`config.mk`:
```
export PLATFORM = sky130hd
export DESIGN_NAME = mux4_rr_arbiter_flat
export DESIGN_NICKNAME = d
export VERILOG_FILES = /design/src/rtl/mux4_rr_arbiter_pkg.sv /design/src/rtl/mux4_rr_arbiter_if.sv /design/src/rtl/mux4_rr_arbiter_pick.sv /design/src/rtl/mux4_rr_arbiter.sv /design/src/flat_wrapper.sv
export SDC_FILE = /design/constraint.sdc
export NUM_CORES = 1
export LEC_CHECK = 0
export BUFFER_PORTS_ARGS = -buffer_cell sky130_fd_sc_hd__buf_2
export CORE_UTILIZATION = 50
export CTS_BUF_LIST = sky130_fd_sc_hd__clkbuf_4
export DETAILED_ROUTE_END_ITERATION = 8
export GPL_TIMING_DRIVEN = 0
export PLACE_DENSITY = 0.84
export SYNTH_ARGS = -nofsm -noshare
export SYNTH_HDL_FRONTEND = slang
export SYNTH_SLANG_ARGS = --single-unit
```
`constraint.sdc`:
```
create_clock -name clk_i -period 2.29 [get_ports clk_i]
set_input_delay 0.1145 -clock clk_i [delete_from_list [all_inputs] [get_ports clk_i]]
set_output_delay 0.1145 -clock clk_i [all_outputs]
set_load 0.02 [all_outputs]
```
`src/rtl/mux4_rr_arbiter_pkg.sv`:
```
// Shared constants and types for the 4-way round-robin arbiter in front of a Mux_4to1 resource.
package arb_pkg;
    localparam int N_REQ = 4;
    localparam int SEL_W = 2;

    typedef enum logic {
        ST_IDLE  = 1'b0,
        ST_GRANT = 1'b1
    } state_t;

    localparam logic [SEL_W-1:0] RR_RESET_PTR = 2'd3;

    function automatic logic [N_REQ-1:0] onehot4(input logic [SEL_W-1:0] idx);
        logic [N_REQ-1:0] v;
        v      = '0;
        v[idx] = 1'b1;
        return v;
    endfunction
endpackage

```
`src/rtl/mux4_rr_arbiter_if.sv`:
```
// Requester/resource-side signals of the arbiter; slave is the arbiter, master drives requests.
interface mux4_rr_arbiter_if;
    import arb_pkg::*;

    logic [N_REQ-1:0] req_i;
    logic             done_i;
    logic [N_REQ-1:0] grant_o;
    logic [SEL_W-1:0] select_o;
    logic             busy_o;
    logic             timeout_o;

    modport slave (
        input  req_i, done_i,
        output grant_o, select_o, busy_o, timeout_o
    );

    modport master (
        output req_i, done_i,
        input  grant_o, select_o, busy_o, timeout_o
    );
endinterface

```
`src/rtl/mux4_rr_arbiter_pick.sv`:
```
// Combinational round-robin pick: the requester just after ptr has highest priority, ptr itself the lowest.
module rr_pick4
    import arb_pkg::*;
(
    input  logic [N_REQ-1:0] req,
    input  logic [SEL_W-1:0] ptr,
    output logic             any,
    output logic [SEL_W-1:0] win
);
    logic [SEL_W-1:0]   w_base;
    logic [2*N_REQ-1:0] w_dbl;
    logic [N_REQ-1:0]   w_rot;
    logic [SEL_W-1:0]   w_idx;

    assign w_base = ptr + 2'd1;
    assign w_dbl  = {req, req} >> w_base;
    assign w_rot  = w_dbl[N_REQ-1:0];

    always_comb begin
        w_idx = '0;
        for (int i = N_REQ - 1; i >= 0; i--) begin
            if (w_rot[i]) w_idx = SEL_W'(i);
        end
    end

    assign any = |req;
    assign win = w_base + w_idx;
endmodule

```
`src/rtl/mux4_rr_arbiter.sv`:
```
// Round-robin owner of a shared 4:1-muxed resource; grant held until done, abandon or watchdog,
// with zero-bubble handoff to the next requester.
module mux4_rr_arbiter
    import arb_pkg::*;
#(
    parameter int MAX_HOLD = 8
) (
    input  logic               clk_i,
    input  logic               rst_i,
    mux4_rr_arbiter_if.slave   bus
);
    localparam int HW = (MAX_HOLD > 0) ? $clog2(MAX_HOLD + 1) : 1;
    localparam logic [HW-1:0] HOLD_LAST = HW'((MAX_HOLD > 0) ? MAX_HOLD - 1 : 0);

    state_t           r_state;
    logic [SEL_W-1:0] r_ptr;
    logic [SEL_W-1:0] r_sel;
    logic [N_REQ-1:0] r_grant;
    logic [HW-1:0]    r_hold;
    logic             r_timeout;

    logic             w_any;
    logic [SEL_W-1:0] w_win;
    logic             w_abandon;
    logic             w_wd;
    logic             w_release;
    logic             w_wd_only;

    // Same picker serves IDLE and handoff: in GRANT r_ptr is the owner, so it ranks last.
    rr_pick4 u_pick (
        .req (bus.req_i),
        .ptr (r_ptr),
        .any (w_any),
        .win (w_win)
    );

    assign w_abandon = ~bus.req_i[r_sel];
    assign w_wd      = (MAX_HOLD != 0) && (r_hold == HOLD_LAST);
    assign w_release = bus.done_i | w_abandon | w_wd;
    assign w_wd_only = w_wd & ~bus.done_i & ~w_abandon;

    always_ff @(posedge clk_i or negedge rst_i) begin
        if (!rst_i) begin
            r_state   <= ST_IDLE;
            r_ptr     <= RR_RESET_PTR;
            r_sel     <= '0;
            r_grant   <= '0;
            r_hold    <= '0;
            r_timeout <= 1'b0;
        end else begin
            r_timeout <= 1'b0;
            case (r_state)
                ST_IDLE: begin
                    if (w_any) begin
                        r_state <= ST_GRANT;
                        r_grant <= onehot4(w_win);
                        r_sel   <= w_win;
                        r_ptr   <= w_win;
                        r_hold  <= '0;
                    end
                end
                ST_GRANT: begin
                    if (w_release) begin
                        r_timeout <= w_wd_only;
                        if (w_any) begin
                            r_grant <= onehot4(w_win);
                            r_sel   <= w_win;
                            r_ptr   <= w_win;
                            r_hold  <= '0;
                        end else begin
                            r_state <= ST_IDLE;
                            r_grant <= '0;
                        end
                    end else if (r_hold != '1) begin
                        r_hold <= r_hold + 1'b1;
                    end
                end
                default: r_state <= ST_IDLE;
            endcase
        end
    end

    assign bus.grant_o   = r_grant;
    assign bus.select_o  = r_sel;
    assign bus.busy_o    = (r_state == ST_GRANT);
    assign bus.timeout_o = r_timeout;
endmodule

```
`src/flat_wrapper.sv`:
```
// flat-port wrapper written by rule: the top's interface ports become plain ports
module mux4_rr_arbiter_flat import arb_pkg::*;
#(
    parameter int MAX_HOLD = 8
)
  (clk_i, rst_i, bus_req_i, bus_done_i, bus_grant_o, bus_select_o, bus_busy_o, bus_timeout_o);
  mux4_rr_arbiter_if bus_i ();
  input  logic clk_i;
  input  logic rst_i;
  input wire logic [$bits(bus_i.req_i)-1:0] bus_req_i;
  input wire logic [$bits(bus_i.done_i)-1:0] bus_done_i;
  output wire logic [$bits(bus_i.grant_o)-1:0] bus_grant_o;
  output wire logic [$bits(bus_i.select_o)-1:0] bus_select_o;
  output wire logic [$bits(bus_i.busy_o)-1:0] bus_busy_o;
  output wire logic [$bits(bus_i.timeout_o)-1:0] bus_timeout_o;
  assign bus_i.req_i = bus_req_i;
  assign bus_i.done_i = bus_done_i;
  assign bus_grant_o = bus_i.grant_o;
  assign bus_select_o = bus_i.select_o;
  assign bus_busy_o = bus_i.busy_o;
  assign bus_timeout_o = bus_i.timeout_o;
  mux4_rr_arbiter #(.MAX_HOLD(MAX_HOLD)) u_core (.clk_i(clk_i), .rst_i(rst_i), .bus(bus_i));
endmodule
```
* Yosys cells after proc, flatten, opt, wreduce, memory -nomap -nowiden
Cells that the tools add are included.
** Word-level totals
- Bits in registers :: 14
- Bits of input ports :: 7
- Output and inout bits :: 8
** Operators by class
- Add/sub/neg operators :: 3
- $lt $le $gt $ge :: 3
- Equal/unequal tests :: 5
- Shift operators :: 1
- Muxes and demuxes :: 27
- Bitwise operators :: 7
- Reduce and logical (&&, ||, !) cells :: 3
** Operator list (number)
- $mux 4 :: 6
- $mux 2 :: 8
- $pmux 4 s2 :: 2
- $pmux 2 s2 :: 2
- $shr 8x2->4 :: 1
- $lt 2x3->1 const B :: 2
- $mux 1 :: 6
- $add 4x1->4 const B :: 1
- $eq 4x3->1 const B :: 1
- $ne 2x2->1 const B :: 2
- $ne 4x4->1 const B :: 1
- $reduce_or 4->1 :: 1
- $ne 3x3->1 const B :: 1
- $not 1->1 :: 3
- $add 2x1->2 const B :: 1
- $add 2x2->2 :: 1
- $and 1x1->1 :: 2
- $bmux 1 s2 :: 1
- $demux 1 s2 :: 1
- $ge 2x1->1 const B :: 1
- $or 1x1->1 :: 2
- $pmux 1 s2 :: 1
- $reduce_and 2->1 :: 1
- $logic_and 1x1->1 :: 1

* Depth between registers and ports, before layout
Gate-level depths: netlist of run 1.
- Word-level depth :: 14
- Gate-level depth with buffers :: 11

* By module
A second synthesis of run 1 with hierarchy kept.
** Second synthesis, totals
- Cells, all modules :: 88
- Area total of the unflattened synthesis :: 867.1 um^2
** By module, submodules not included
- mux4_rr_arbiter :: instances 1, cells each 56, area each 660.6 um^2, seq. area each 352.8 um^2
- rr_pick4 :: instances 1, cells each 32, area each 206.4 um^2, seq. area each 0.0 um^2

* Worst setup path before layout of run 1
No wires, ideal clock.
- Kind :: register to register
- From :: register u_core.r_ptr[1]
- To :: register u_core.r_grant[0], in the netlist u_core.bus.grant_o[0]
- Setup time :: 68 ps
- Arrival :: 2121 ps
- Slack :: 101 ps
- Stages on the path, launching flop included :: 12
- Clock period less this slack :: 2189 ps
- Path through :: dfstp_2 -> clkbuf_1 -> or2b_1 -> a21oi_1 -> o22ai_1 -> nor2_1 -> a21oi_1 -> ha_1 -> xnor2_1 -> xnor2_1 -> xnor2_1 -> a32o_1
** On the way
- Word-level cells in the longest chain between the ends :: 14
- Elaborated cells on any way between the ends :: 16
- Classes of those cells :: add/sub: 2; order compare: 2; shift: 1; mux: 10; reduce/logical: 1
** RTL lines
- from (decl) :: RTL line mux4_rr_arbiter.sv:16 : logic [SEL_W-1:0] r_ptr;
- from (signal assigned) :: RTL line mux4_rr_arbiter.sv:58 : r_ptr <= w_win;
- from (signal assigned) :: RTL line mux4_rr_arbiter.sv:68 : r_ptr <= w_win;
- $add 2x1->2 (*) :: RTL line mux4_rr_arbiter_pick.sv:15 : assign w_base = ptr + 2'd1;
- $shr 8x2->4 :: RTL line mux4_rr_arbiter_pick.sv:16 : assign w_dbl = {req, req} >> w_base;
- $mux 2 (4 in series) :: RTL line mux4_rr_arbiter_pick.sv:22 : if (w_rot[i]) w_idx = SEL_W'(i);
- $add 2x2->2 (*) :: RTL line mux4_rr_arbiter_pick.sv:27 : assign win = w_base + w_idx;
- $lt 2x3->1 (implied by the code) / $ge 2x1->1 (equally long branches) :: RTL line mux4_rr_arbiter_pkg.sv:16 : v[idx] = 1'b1;
- $logic_and 1x1->1 (implied by the code) :: RTL line mux4_rr_arbiter_pkg.sv:16
- $mux 1 (implied by the code) :: RTL line mux4_rr_arbiter_pkg.sv:16
- $demux 1 s2 (*)
- $mux 4 :: RTL line mux4_rr_arbiter.sv:65 : if (w_any) begin
- $mux 4 :: RTL line mux4_rr_arbiter.sv:63 : if (w_release) begin
- $pmux 4 s2 (*) :: RTL line mux4_rr_arbiter.sv:52 : case (r_state)
- to (signal assigned) :: RTL line mux4_rr_arbiter.sv:56 : r_grant <= onehot4(w_win);
- to (signal assigned) :: RTL line mux4_rr_arbiter.sv:66 : r_grant <= onehot4(w_win);
- to (decl) :: RTL line mux4_rr_arbiter.sv:18 : logic [N_REQ-1:0] r_grant;
Every way passes the cells marked *; elsewhere a longest branch is shown, timed or not. The select of a mux whose other input is x is not followed.
A chain may end at the register's enable or synchronous reset.

* Worst setup path in the final report of run 1
- From :: register u_core.r_ptr[1]
- To :: register u_core.r_grant[1], in the netlist u_core.bus.grant_o[1]
The elaborated chain is that of the path after synthesis.

==> reports/results.ini, run 1 <==
[floorplanning]
chipWidth_um=42.2
dieArea_um2=1780
initial_core_util_pct=53.7
fp-row-count=14
core_um2=1510
pin_count=15
fp.dieH_um=42.2

[global_routing]
grt_pass1_wl_um=2610
antenna_found_initial=0
overflow=0
grt_util_all_layers_pct=19.4
grt_pass1_vias=622
grt_max_degree=15

[placement]
gp_congestion=0.742
io_buffers=13
placed_cell_area_um2=893
hpwl_um=1110

[yosys]
synth_fp_nets=91
synth.avg_cell_area_um2=9.86
synth.ff_latch_count=14
seq_area_frac_synth_pct=43.7
syn-cell-area_um2=808
synth_warnings=0
yosysUniqueCellTypes=37
netlist_instances=82

[clocking]
cts.path.max_buffers=2
ctsHtreeMaxLevel=1
clk_latency_ps=280
cts_tree=yes
cts-buffers-inserted=3
root_buffer=clkbuf_4
worst_setup_hold_path_clk_slew_ps=90
clock-sinks=14

[pwr]
power.share.combinational_pct=55.7
total_power_mw=1.27
switching_power_mw=0.527
swShare_pct=41.4
ir_drop_mv=0.841
internal-power_mw=0.744
p_per_area_nw_per_um2=1340
power_leakage_nw=0.449
p_clk_share_pct=12.5
pwr-share-seq_pct=31.8

[setup_path]
path_class=reg -> reg
cp-end-kind=register
cpMostUsedCell=xnor2_1
critPathBufInv=0
critical_path_required_ps=2460
cpPeakStageDelay_ps=590
path_cells=or2b_1 > a21oi_1 > o22ai_1 > nor2_1 > a21oi_2 > ha_2 > xnor2_1 > xnor2_1 > xnor2_2 > a32o_1
cp-start-kind=register
crit_slowest_cell=dfstp_2
cp.arrival_ps=2350
critical_path_peak_fanout=6
cp_top_family=compound AO/OA/AOI/OAI gates

[sta]
finalCritPeriodShare_pct=95.5
rsz0062_at_grt=yes
worstMarginPinSlew_ps=778
clock.fmax_mhz=457
setup_viol=0
slew_violations=0
slew_headroom_pct=47.7
hold_viol_final=0
finalCriticalPeriod_ps=2190
clock_skew_ps=12.5
fin_setup_tns_ps=0

[hold_path]
hold_path_class=in -> reg

[detailed_routing]
totalWireLength_um=1520
wl_per_cell_um=13.1
ant_nets=0
dr.pass1.iters=4
viasPerCell=5.64
drcViolationCount=0
drt_iter0_drc=19
vias=654

[cells_and_area]
final_nets=110
drive_gt1_share_pct=31.0
utilization_pct=63.1
area_growth_pct=17.6
design_area_um2=951
diodes=0

[run_status]
status=finished, final reports clean

[run]
max-cap-violations=0

[state kept, by name, summed over array words and instances, names as in the netlist]
register              count
u_core.bus.busy_o         1
u_core.bus.grant_o        4
u_core.bus.select_o       2
u_core.bus.timeout_o      1
u_core.r_hold             4
u_core.r_ptr              2
[timing repair]
item | in CTS | in global routing
setup endpoints to repair | 6 | 6
buffers inserted | 0 | 1
hold endpoints to repair | 14 | 0
hold buffers | 1 | 0
gates cloned | 0 | 0
pin swaps | 0 | 5
gates resized for setup | 1 | 2
[placed cells by master, fill, tap and decap left out, drive strengths merged, types with 2 or more instances in the layout]
cell,netlist,routed
a21oi,5,5
dfstp,2,2
a32o,3,3
nor2,5,5
nand3,2,2
nor2b,2,2
o21ai,7,7
nand2,7,7
xnor2,3,3
clkbuf,1,4
buf,3,17
dfrtp,12,12
ha,2,2
mux2i,2,2
inv,8,8
[through the flow]
step | hold slack (ps) | worst slack (ps) | instances
final | 132 | 103 | 116
after detailed placement | 15.6 | -238 | 111
after global routing | 140 | -45.6 | 116
after floorplan | -181 | 101 | 82
after CTS | 114 | 68.5 | 115
after global placement | 18.9 | -174 | 111
[power by group through the flow]
stage          Sequential, mW  Clock, mW  Combinational, mW
5_1_grt                 0.413      0.168              0.790
4_1_cts                 0.409      0.160              0.682
3_5_place_dp            0.394          0              0.672
6_report                0.404      0.159              0.708
3_3_place_gp            0.390          0              0.646
2_1_floorplan           0.441          0              0.472
[final timing paths]
kind                            slack, ps                     to                   from  depth (start not counted)
worst max-delay path                  100  u_core.bus.grant_o[1]        u_core.r_ptr[1]                         10
worst min-delay path                  130   u_core.bus.timeout_o             bus_done_i                          3
worst max register to register        100  u_core.bus.grant_o[1]        u_core.r_ptr[1]                         10
worst min register to register        490  u_core.bus.grant_o[3]  u_core.bus.grant_o[3]                          2
max in group asynchronous            1750        u_core.r_ptr[1]                  rst_i                          2
min in group asynchronous             240       u_core.r_hold[3]                  rst_i                          2
[layer usage]
metal,global-route usage [%],share of wire [%]
met3,6.90,5.3
met4,6.25,0
met5,0,0
met1,24.6,47
met2,31.1,48
[worst reg2reg max path: stages, from the launching register on]
cell and delay [ps]:
dfstp_2 590, or2b_1 120, a21oi_1 50, o22ai_1 160
nor2_1 70, a21oi_2 110, ha_2 180, xnor2_1 70
xnor2_1 280, xnor2_2 180, a32o_1 270
[cells in the mapped netlist]
cell type  count  area share [%]
nand3_1        2             1.2
o21ai_1        1            0.62
nor2_1         5             2.3
o211ai_1       1            0.93
dfstp_2        2             6.5
a2bb2oi_1      1             1.1
o22ai_1        1            0.77
a21oi_1        4             2.5
nand2_1        7             3.3
nor4_1         1            0.77
buf_6          2             2.8
and2b_1        1            0.93
inv_1          8             3.7
clkbuf_1       1            0.46
o21ai_0        5             3.1
buf_2          1            0.62
a32o_1         3             3.7
nand4_1        1            0.77
and3b_1        1             1.1
mux2i_1        2             2.5
o21ai_2        1             1.1
a21oi_4        1             2.0
o2111ai_1      1             1.1
nand3b_1       1            0.93
a31oi_1        1            0.77
or2_2          1            0.77
or2b_1         1            0.93
dfrtp_1       12              37
ha_1           2             3.1
nor2b_1        2             1.5
o2bb2ai_1      1             1.1
o311ai_0       1             1.1
nand2b_1       1            0.77
nor3_1         1            0.62
mux2_2         1             1.4
xnor2_1        3             3.3
mux4_2         1             2.8
[kinds of logic (layout without fill, tap and decap cells)]
kind of cell / Yosys count / after routing / synth area share, %
buffers and inverters: 12 / 30 / 7.58
AOI/OAI and AO/OA: 22 / 22 / 19.8
DFF: 14 / 14 / 43.7
adders and majority gates: 2 / 2 / 3.10
muxes: 4 / 4 / 6.66
xor gates and xnor gates: 3 / 3 / 3.25
and+or+nand+nor: 25 / 25 / 15.9
[cell type report]
type,count,area [µm²]
Sequential cell,14,353
Timing Repair Buffer,15,82.6
Buffer,3,27.5
Clock buffer,4,30.0
Fill cell,132,556
Tap cell,16,20.0
Multi-Input combinational cell,56,408
Inverter,8,30.0
Power figures use the tool's default switching activity.
==> inputs of run 2 (changes only) <==
--- a/config.mk
+++ b/config.mk
@@ -11,6 +11,7 @@
 export DETAILED_ROUTE_END_ITERATION = 8
 export GPL_TIMING_DRIVEN = 0
 export PLACE_DENSITY = 0.84
+export REMOVE_ABC_BUFFERS = 1
 export SYNTH_ARGS = -nofsm -noshare
 export SYNTH_HDL_FRONTEND = slang
 export SYNTH_SLANG_ARGS = --single-unit
==> reports/results.ini, run 2 (synthesis results as in run 1) <==
[run_status]
status=finished, final reports clean

[sta]
slew_violations=0  ; unchanged
finalCritPeriodShare_pct=94.5  ; -1.0 points
hold_viol_final=0  ; unchanged
clock_skew_ps=12.5  ; +0.0790 ps
finalCriticalPeriod_ps=2160  ; -23.3 ps
clock.fmax_mhz=462  ; +1.1%
rsz0062_at_grt=yes
fin_setup_tns_ps=0  ; unchanged
worstMarginPinSlew_ps=790  ; +12.1 ps
slew_headroom_pct=46.9  ; -0.81 points
setup_viol=0  ; unchanged

[pwr]
swShare_pct=42.0  ; +0.56 points
p_per_area_nw_per_um2=1340  ; +0.23%
power_leakage_nw=0.433  ; -3.5%
power.share.combinational_pct=52.4  ; -3.3 points
internal-power_mw=0.714  ; -4.1%
ir_drop_mv=0.793  ; -5.6%
total_power_mw=1.23  ; -3.2%
p_clk_share_pct=13.2  ; +0.7 points
switching_power_mw=0.517  ; -1.9%
pwr-share-seq_pct=34.4  ; +2.6 points

[cells_and_area]
final_nets=107  ; -2.7%
final_cell_mix=14 x buf_2, 12 x dfrtp_1, 8 x inv_1
drive_gt1_share_pct=27.8  ; -3.2 points
final_cells=113  ; -2.6%
design_area_um2=918  ; -3.4%
fillers=135  ; +2.3%
area_growth_pct=13.6
mostFrequentLayoutCell=buf_2
diodes=0  ; unchanged

[setup_path]
cp.arrival_ps=2380  ; +30 ps
cpMostUsedCell=xnor2_1
crit_slowest_cell=dfstp_2
critPathBufInv=0  ; unchanged
critical_path_peak_fanout=8  ; +2
path_cells=or2b_1 > a21oi_1 > o22ai_1 > nor2_1 > a21oi_2 > ha_1 > xnor2_1 > xnor2_1 > xnor2_2 > a32o_1
cpPeakStageDelay_ps=600  ; about the same
critical_path_required_ps=2510  ; +50 ps
cp-start-kind=register
cp_top_family=XOR/XNOR gates
rrSetupSlack_ps=130  ; +20 ps
cp-end-kind=register
path_class=reg -> reg

[global_routing]
grt_util_all_layers_pct=20.2  ; +0.74 points
grt_pass1_wl_um=2640  ; +1.0%
antenna_found_initial=0  ; unchanged
overflow=0  ; unchanged
grt_max_degree=15  ; unchanged
grt_pass1_vias=609  ; -2.1%

[detailed_routing]
ant_nets=0  ; unchanged
wl_per_cell_um=13.8  ; +5.1%
dr.pass1.iters=4  ; unchanged
drt-met1-wl_um=695  ; -2.4%
drt_iter0_drc=17  ; -2
highest_layer=met4
drcViolationCount=0  ; unchanged
viasPerCell=5.79  ; +2.7%
vias=654  ; unchanged
totalWireLength_um=1560  ; +2.4%
wl_met2_um=772  ; +5.8%
met3_length_um=74  ; -7.5%

[placement]
hpwl_um=1110  ; +0.61%
placed_cell_area_um2=867  ; -2.9%
dp_cells=108  ; -2.7%
gp_congestion=0.761  ; +2.5%
io_buffers=14  ; +1

[clocking]
ctsHtreeMaxLevel=1  ; unchanged
clock-sinks=14  ; unchanged
cts-buffers-inserted=3  ; unchanged
worst_setup_hold_path_clk_slew_ps=90  ; about the same
clk_latency_ps=290  ; about the same
root_buffer=clkbuf_4
cts_tree=yes
cts.path.max_buffers=2  ; unchanged

[floorplanning]
initial_core_util_pct=53.7  ; unchanged
core_um2=1510  ; unchanged
pin_count=15  ; unchanged
fp-row-count=14  ; unchanged
fp.dieH_um=42.2  ; unchanged
dieArea_um2=1780  ; unchanged
chipWidth_um=42.2  ; unchanged

[hold_path]
hold_path_class=in -> reg

[run]
max-cap-violations=0  ; unchanged

## run 2: cell count changes in the layout (fill, tap and decap cells not counted), sizes merged
cell,change
buf,-3
## run 2: worst paths after layout
path                                  startpoint                      to  cells after the start
min in group asynchronous                  rst_i  u_core.bus.select_o[1]                      2
setup reg to reg                 u_core.r_ptr[1]   u_core.bus.grant_o[1]                     10
max in group asynchronous                  rst_i         u_core.r_ptr[1]                      2
hold / removal                        bus_done_i    u_core.bus.timeout_o                      3
setup / recovery                 u_core.r_ptr[1]   u_core.bus.grant_o[1]                     10
hold reg to reg            u_core.bus.grant_o[3]   u_core.bus.grant_o[3]                      2
## run 2: worst min-delay path: stages
cell and delay (ps):
buf_2 90, nand3b_1 130, nor2_1 60
## run 2: stage by stage
stage / setup slack [ps] / utilization [%] / hold slack, ps
global placement: 35.5 / 57.6 / 22.9
detailed placement: -44.8 / 57.6 / 26.8
floorplan: 275 / - / -181
global route: -52.7 / 61.0 / 148
finish: 126 / 61.0 / 135
CTS: 79.1 / 60.7 / 125
## run 2: metal layers
layer / up-vias / track usage, %
li1: 319 / -
met1: 319 / 25.7
met2: 14 / 32.0
met3: 2 / 7.76
met4: 0 / 5.63
met5: - / 0
## run 2: final cells by class
| cell class | count | area [µm²] | share of cell area, % |
|---|---|---|---|
| clock buffer | 4 | 30.0 | 3.27 |
| inverter | 8 | 30.0 | 3.27 |
| multi-input combinational | 56 | 405 | 44.1 |
| sequential | 14 | 353 | 38.4 |
| tap | 16 | 20.0 | 2.18 |
| timing repair buffer | 15 | 80.1 | 8.72 |
## run 2: power by group through the flow
stage                     registers, mW  logic (mW)  clock network, mW
after global placement            0.424       0.588                  0
after floorplan                   0.470       0.418                  0
after global routing              0.439       0.724              0.175
after CTS                         0.423       0.644              0.169
after detailed placement          0.428       0.613                  0
final                             0.423       0.645              0.162
## run 2: what timing repair did
action                                 in CTS  in global routing
buffers inserted                            0                  0
hold buffers                                1                  0
setup endpoints to repair                   5                  6
gates resized for setup                     1                  1
endpoints found under the hold margin      14                  0
pin swaps                                   0                  4
==> inputs of run 3 (changes only) <==
--- a/config.mk
+++ b/config.mk
@@ -5,12 +5,13 @@
 export SDC_FILE = /design/constraint.sdc
 export NUM_CORES = 1
 export LEC_CHECK = 0
+export ABC_AREA = 1
 export BUFFER_PORTS_ARGS = -buffer_cell sky130_fd_sc_hd__buf_2
-export CORE_UTILIZATION = 50
+export CORE_UTILIZATION = 52
 export CTS_BUF_LIST = sky130_fd_sc_hd__clkbuf_4
 export DETAILED_ROUTE_END_ITERATION = 8
 export GPL_TIMING_DRIVEN = 0
-export PLACE_DENSITY = 0.84
+export PLACE_DENSITY = 0.85
 export REMOVE_ABC_BUFFERS = 1
 export SYNTH_ARGS = -nofsm -noshare
 export SYNTH_HDL_FRONTEND = slang
==> reports/results.ini, run 3 <==
[yosys]
netlist_instances=142  ; +73%
seq_area_frac_synth_pct=36.8  ; -6.8 points
synth_warnings=0  ; unchanged
yosysTopAreaCell=dfrtp_1
synth_area_leaders=dfrtp_1 31%, nand2_1 26%, nand2_2 6.5%
synthTopCellsByCount=67 x nand2_1, 12 x dfrtp_1, 12 x inv_1
synth.avg_cell_area_um2=6.75  ; -32%
yosysUniqueCellTypes=22  ; -41%
synth.ff_latch_count=14  ; unchanged
synth-edff-count=0  ; unchanged
synthArstFlopShare_pct=100  ; unchanged
synth_most_common_cell=nand2_1
synth_top_area_share_pct=31.3  ; -5.8 points
ys.flop_type=dfrtp_1
syn-cell-area_um2=958  ; +19%

[pwr]
p_clk_share_pct=7.9  ; -5.3 points
switching_power_mw=0.913  ; +77%
ir_drop_mv=0.807  ; +1.7%
power_leakage_nw=0.653  ; +51%
p_per_area_nw_per_um2=1590  ; +19%
swShare_pct=52.1  ; +10 points
power.share.combinational_pct=67.4  ; +15 points
pwr-share-seq_pct=24.8  ; -9.6 points
internal-power_mw=0.838  ; +17%

[floorplanning]
initial_core_util_pct=55.5  ; +1.9 points
chipWidth_um=44.9  ; +6.5%
core_um2=1730  ; +15%
dieArea_um2=2020  ; +13%
fp.dieH_um=44.9  ; +6.5%
fp-row-count=15  ; +1
pin_count=15  ; unchanged

[placement]
pre_cts_ws_ps=120  ; +164 ps
dp_cells=179  ; +66%
placed_cell_area_um2=1040  ; +20%
gp_congestion=0.835  ; +9.8%
hpwl_um=1650  ; +48%
io_buffers=14  ; unchanged

[run_status]
status=finished, final reports clean

[cells_and_area]
mostFrequentLayoutCell=nand2_1
final_nets=172  ; +61%
utilization_pct=63.7  ; +2.7 points
drive_gt1_share_pct=26.5  ; -1.3 points
diodes=0  ; unchanged
fillers=167  ; +24%
area_growth_pct=14.8
final_cell_mix=67 x nand2_1, 14 x buf_2, 12 x inv_1, 12 x dfrtp_1, 10 x nand2_2
final_cells=187  ; +65%
design_area_um2=1100  ; +20%

[clocking]
worst_setup_hold_path_clk_slew_ps=80  ; about the same
cts-buffers-inserted=3  ; unchanged
cts_resized=0  ; -1
clock-sinks=14  ; unchanged
clk_latency_ps=270  ; -20 ps
root_buffer=clkbuf_4
cts_tree=yes
ctsHtreeMaxLevel=1  ; unchanged
cts.path.max_buffers=2  ; unchanged

[setup_path]
critical_path_peak_fanout=12  ; +4
path_cells=inv_2 > nand2_1 > nand2_2 > nand2_1 > nand2_2 > a31oi_1 > nor2_1 > ha_1 > xor2_2 > inv_1 > nand2_4 > nand2_2 > nand2_1 > nand2_1
cpPeakStageDelay_ps=610  ; about the same
path_class=reg -> reg
critical_path_required_ps=2460  ; -50 ps
crit_slowest_cell=dfstp_2
rrSetupSlack_ps=150  ; +20 ps
cp.arrival_ps=2310  ; -70 ps
cpMostUsedCell=nand2_1
cp-start-kind=register
cp-end-kind=register

[sta]
worstMarginPinSlew_ps=440  ; -350 ps
slew_headroom_pct=70.4  ; +24 points
hold_viol_final=0  ; unchanged
fin_setup_tns_ps=0  ; unchanged
setup_viol=0  ; unchanged
layout_setup_ws_ps=147  ; +21.1 ps
slew_violations=0  ; unchanged
finalCritPeriodShare_pct=93.6  ; -0.92 points
clock.fmax_mhz=467  ; +0.98%
rsz0062_at_grt=no
finalCriticalPeriod_ps=2140  ; -21.1 ps
clock_skew_ps=1.41  ; -11.1 ps

[detailed_routing]
drt_iter0_drc=17  ; unchanged
ant_nets=0  ; unchanged
totalWireLength_um=2110  ; +35%
wl_per_cell_um=11.3  ; -18%
dr.pass1.iters=4  ; unchanged
drcViolationCount=0  ; unchanged
vias=954  ; +46%
viasPerCell=5.10  ; -12%

[global_routing]
grt_pass1_wl_um=3440  ; +30%
grt_pass1_vias=888  ; +46%
overflow=0  ; unchanged
grt_max_degree=15  ; unchanged
antenna_found_initial=0  ; unchanged
grt_util_all_layers_pct=23.2  ; +3.1 points

[run]
max-cap-violations=0  ; unchanged

[hold_path]
hold_path_class=in -> reg

==> run 3: path summary, 6_finish.rpt <==
kind                                            start                    end  depth (start not counted)
max in group asynchronous                       rst_i        u_core.r_ptr[0]                          2
worst min register to register  u_core.bus.grant_o[2]  u_core.bus.grant_o[2]                          2
min in group asynchronous                       rst_i      u_core.bus.busy_o                          2
worst max register to register        u_core.r_ptr[0]  u_core.bus.grant_o[3]                         14
worst max-delay path                  u_core.r_ptr[0]  u_core.bus.grant_o[3]                         14
worst min-delay path                       bus_done_i   u_core.bus.timeout_o                          4
==> run 3: routing by layer <==
metal | track usage [%] | part of all wire, % | up-vias
met5 | 0 | 0 | -
met4 | 9.09 | 3.9 | 0
met3 | 2.40 | 1.9 | 10
met2 | 45.5 | 55 | 16
met1 | 25.0 | 39 | 456
li1 | - | - | 472
==> run 3: cells by family (layout without fill, tap and decap cells) <==
kind of cell               Yosys count  count (layout)  share of synthesized area (%)
xor gates and xnor gates             1               1                           1.70
AOI/OAI and AO/OA                    7               7                           3.79
DFF                                 14              14                           36.8
and+or+nand+nor                     99              99                           46.5
buffers and inverters               19              39                           8.62
adders and majority gates            2               2                           2.61
==> run 3: layout make-up <==
cell class | instances | area, µm² | share of cell area [%]
clock buffers | 3 | 22.5 | 2.05
clock inverters | 1 | 3.75 | 0.341
inverters | 17 | 63.8 | 5.80
multi-input cells | 109 | 523 | 47.6
flip-flops and latches | 14 | 353 | 32.1
well taps | 25 | 31.3 | 2.84
repair buffers | 18 | 103 | 9.33
==> run 3: critical path: cells and delay by family, from the launching register on <==
kind,cells,cell delay [ps]
simple gates,9,640
flops,1,610
buf+inv,2,220
fa+ha+maj,1,210
xor+xnor,1,190
compound gates,1,180
==> run 3: per-stage QoR <==
| step | power (mW) | hold WS [ps] |
|---|---|---|
| floorplan | 1.34 | -181 |
| global placement | 1.51 | 16.9 |
| detailed placement | 1.58 | 23.3 |
| CTS | 1.72 | 186 |
| global route | 1.93 | 216 |
| finish | 1.75 | 192 |
==> run 3: power groups by stage <==
| stage | Sequential [mW] | Combinational [mW] | Clock [mW] |
|---|---|---|---|
| finish | 0.433 | 1.18 | 0.137 |
| global route | 0.439 | 1.34 | 0.146 |
| CTS | 0.439 | 1.14 | 0.140 |
| detailed placement | 0.444 | 1.13 | 0 |
| global placement | 0.432 | 1.08 | 0 |
| floorplan | 0.480 | 0.857 | 0 |
==> run 3: what timing repair did <==
action	CTS	global route
endpoints found under the hold margin	14	0
setup buffers	0	3
hold buffers	1	0
endpoints found under the setup margin	0	4
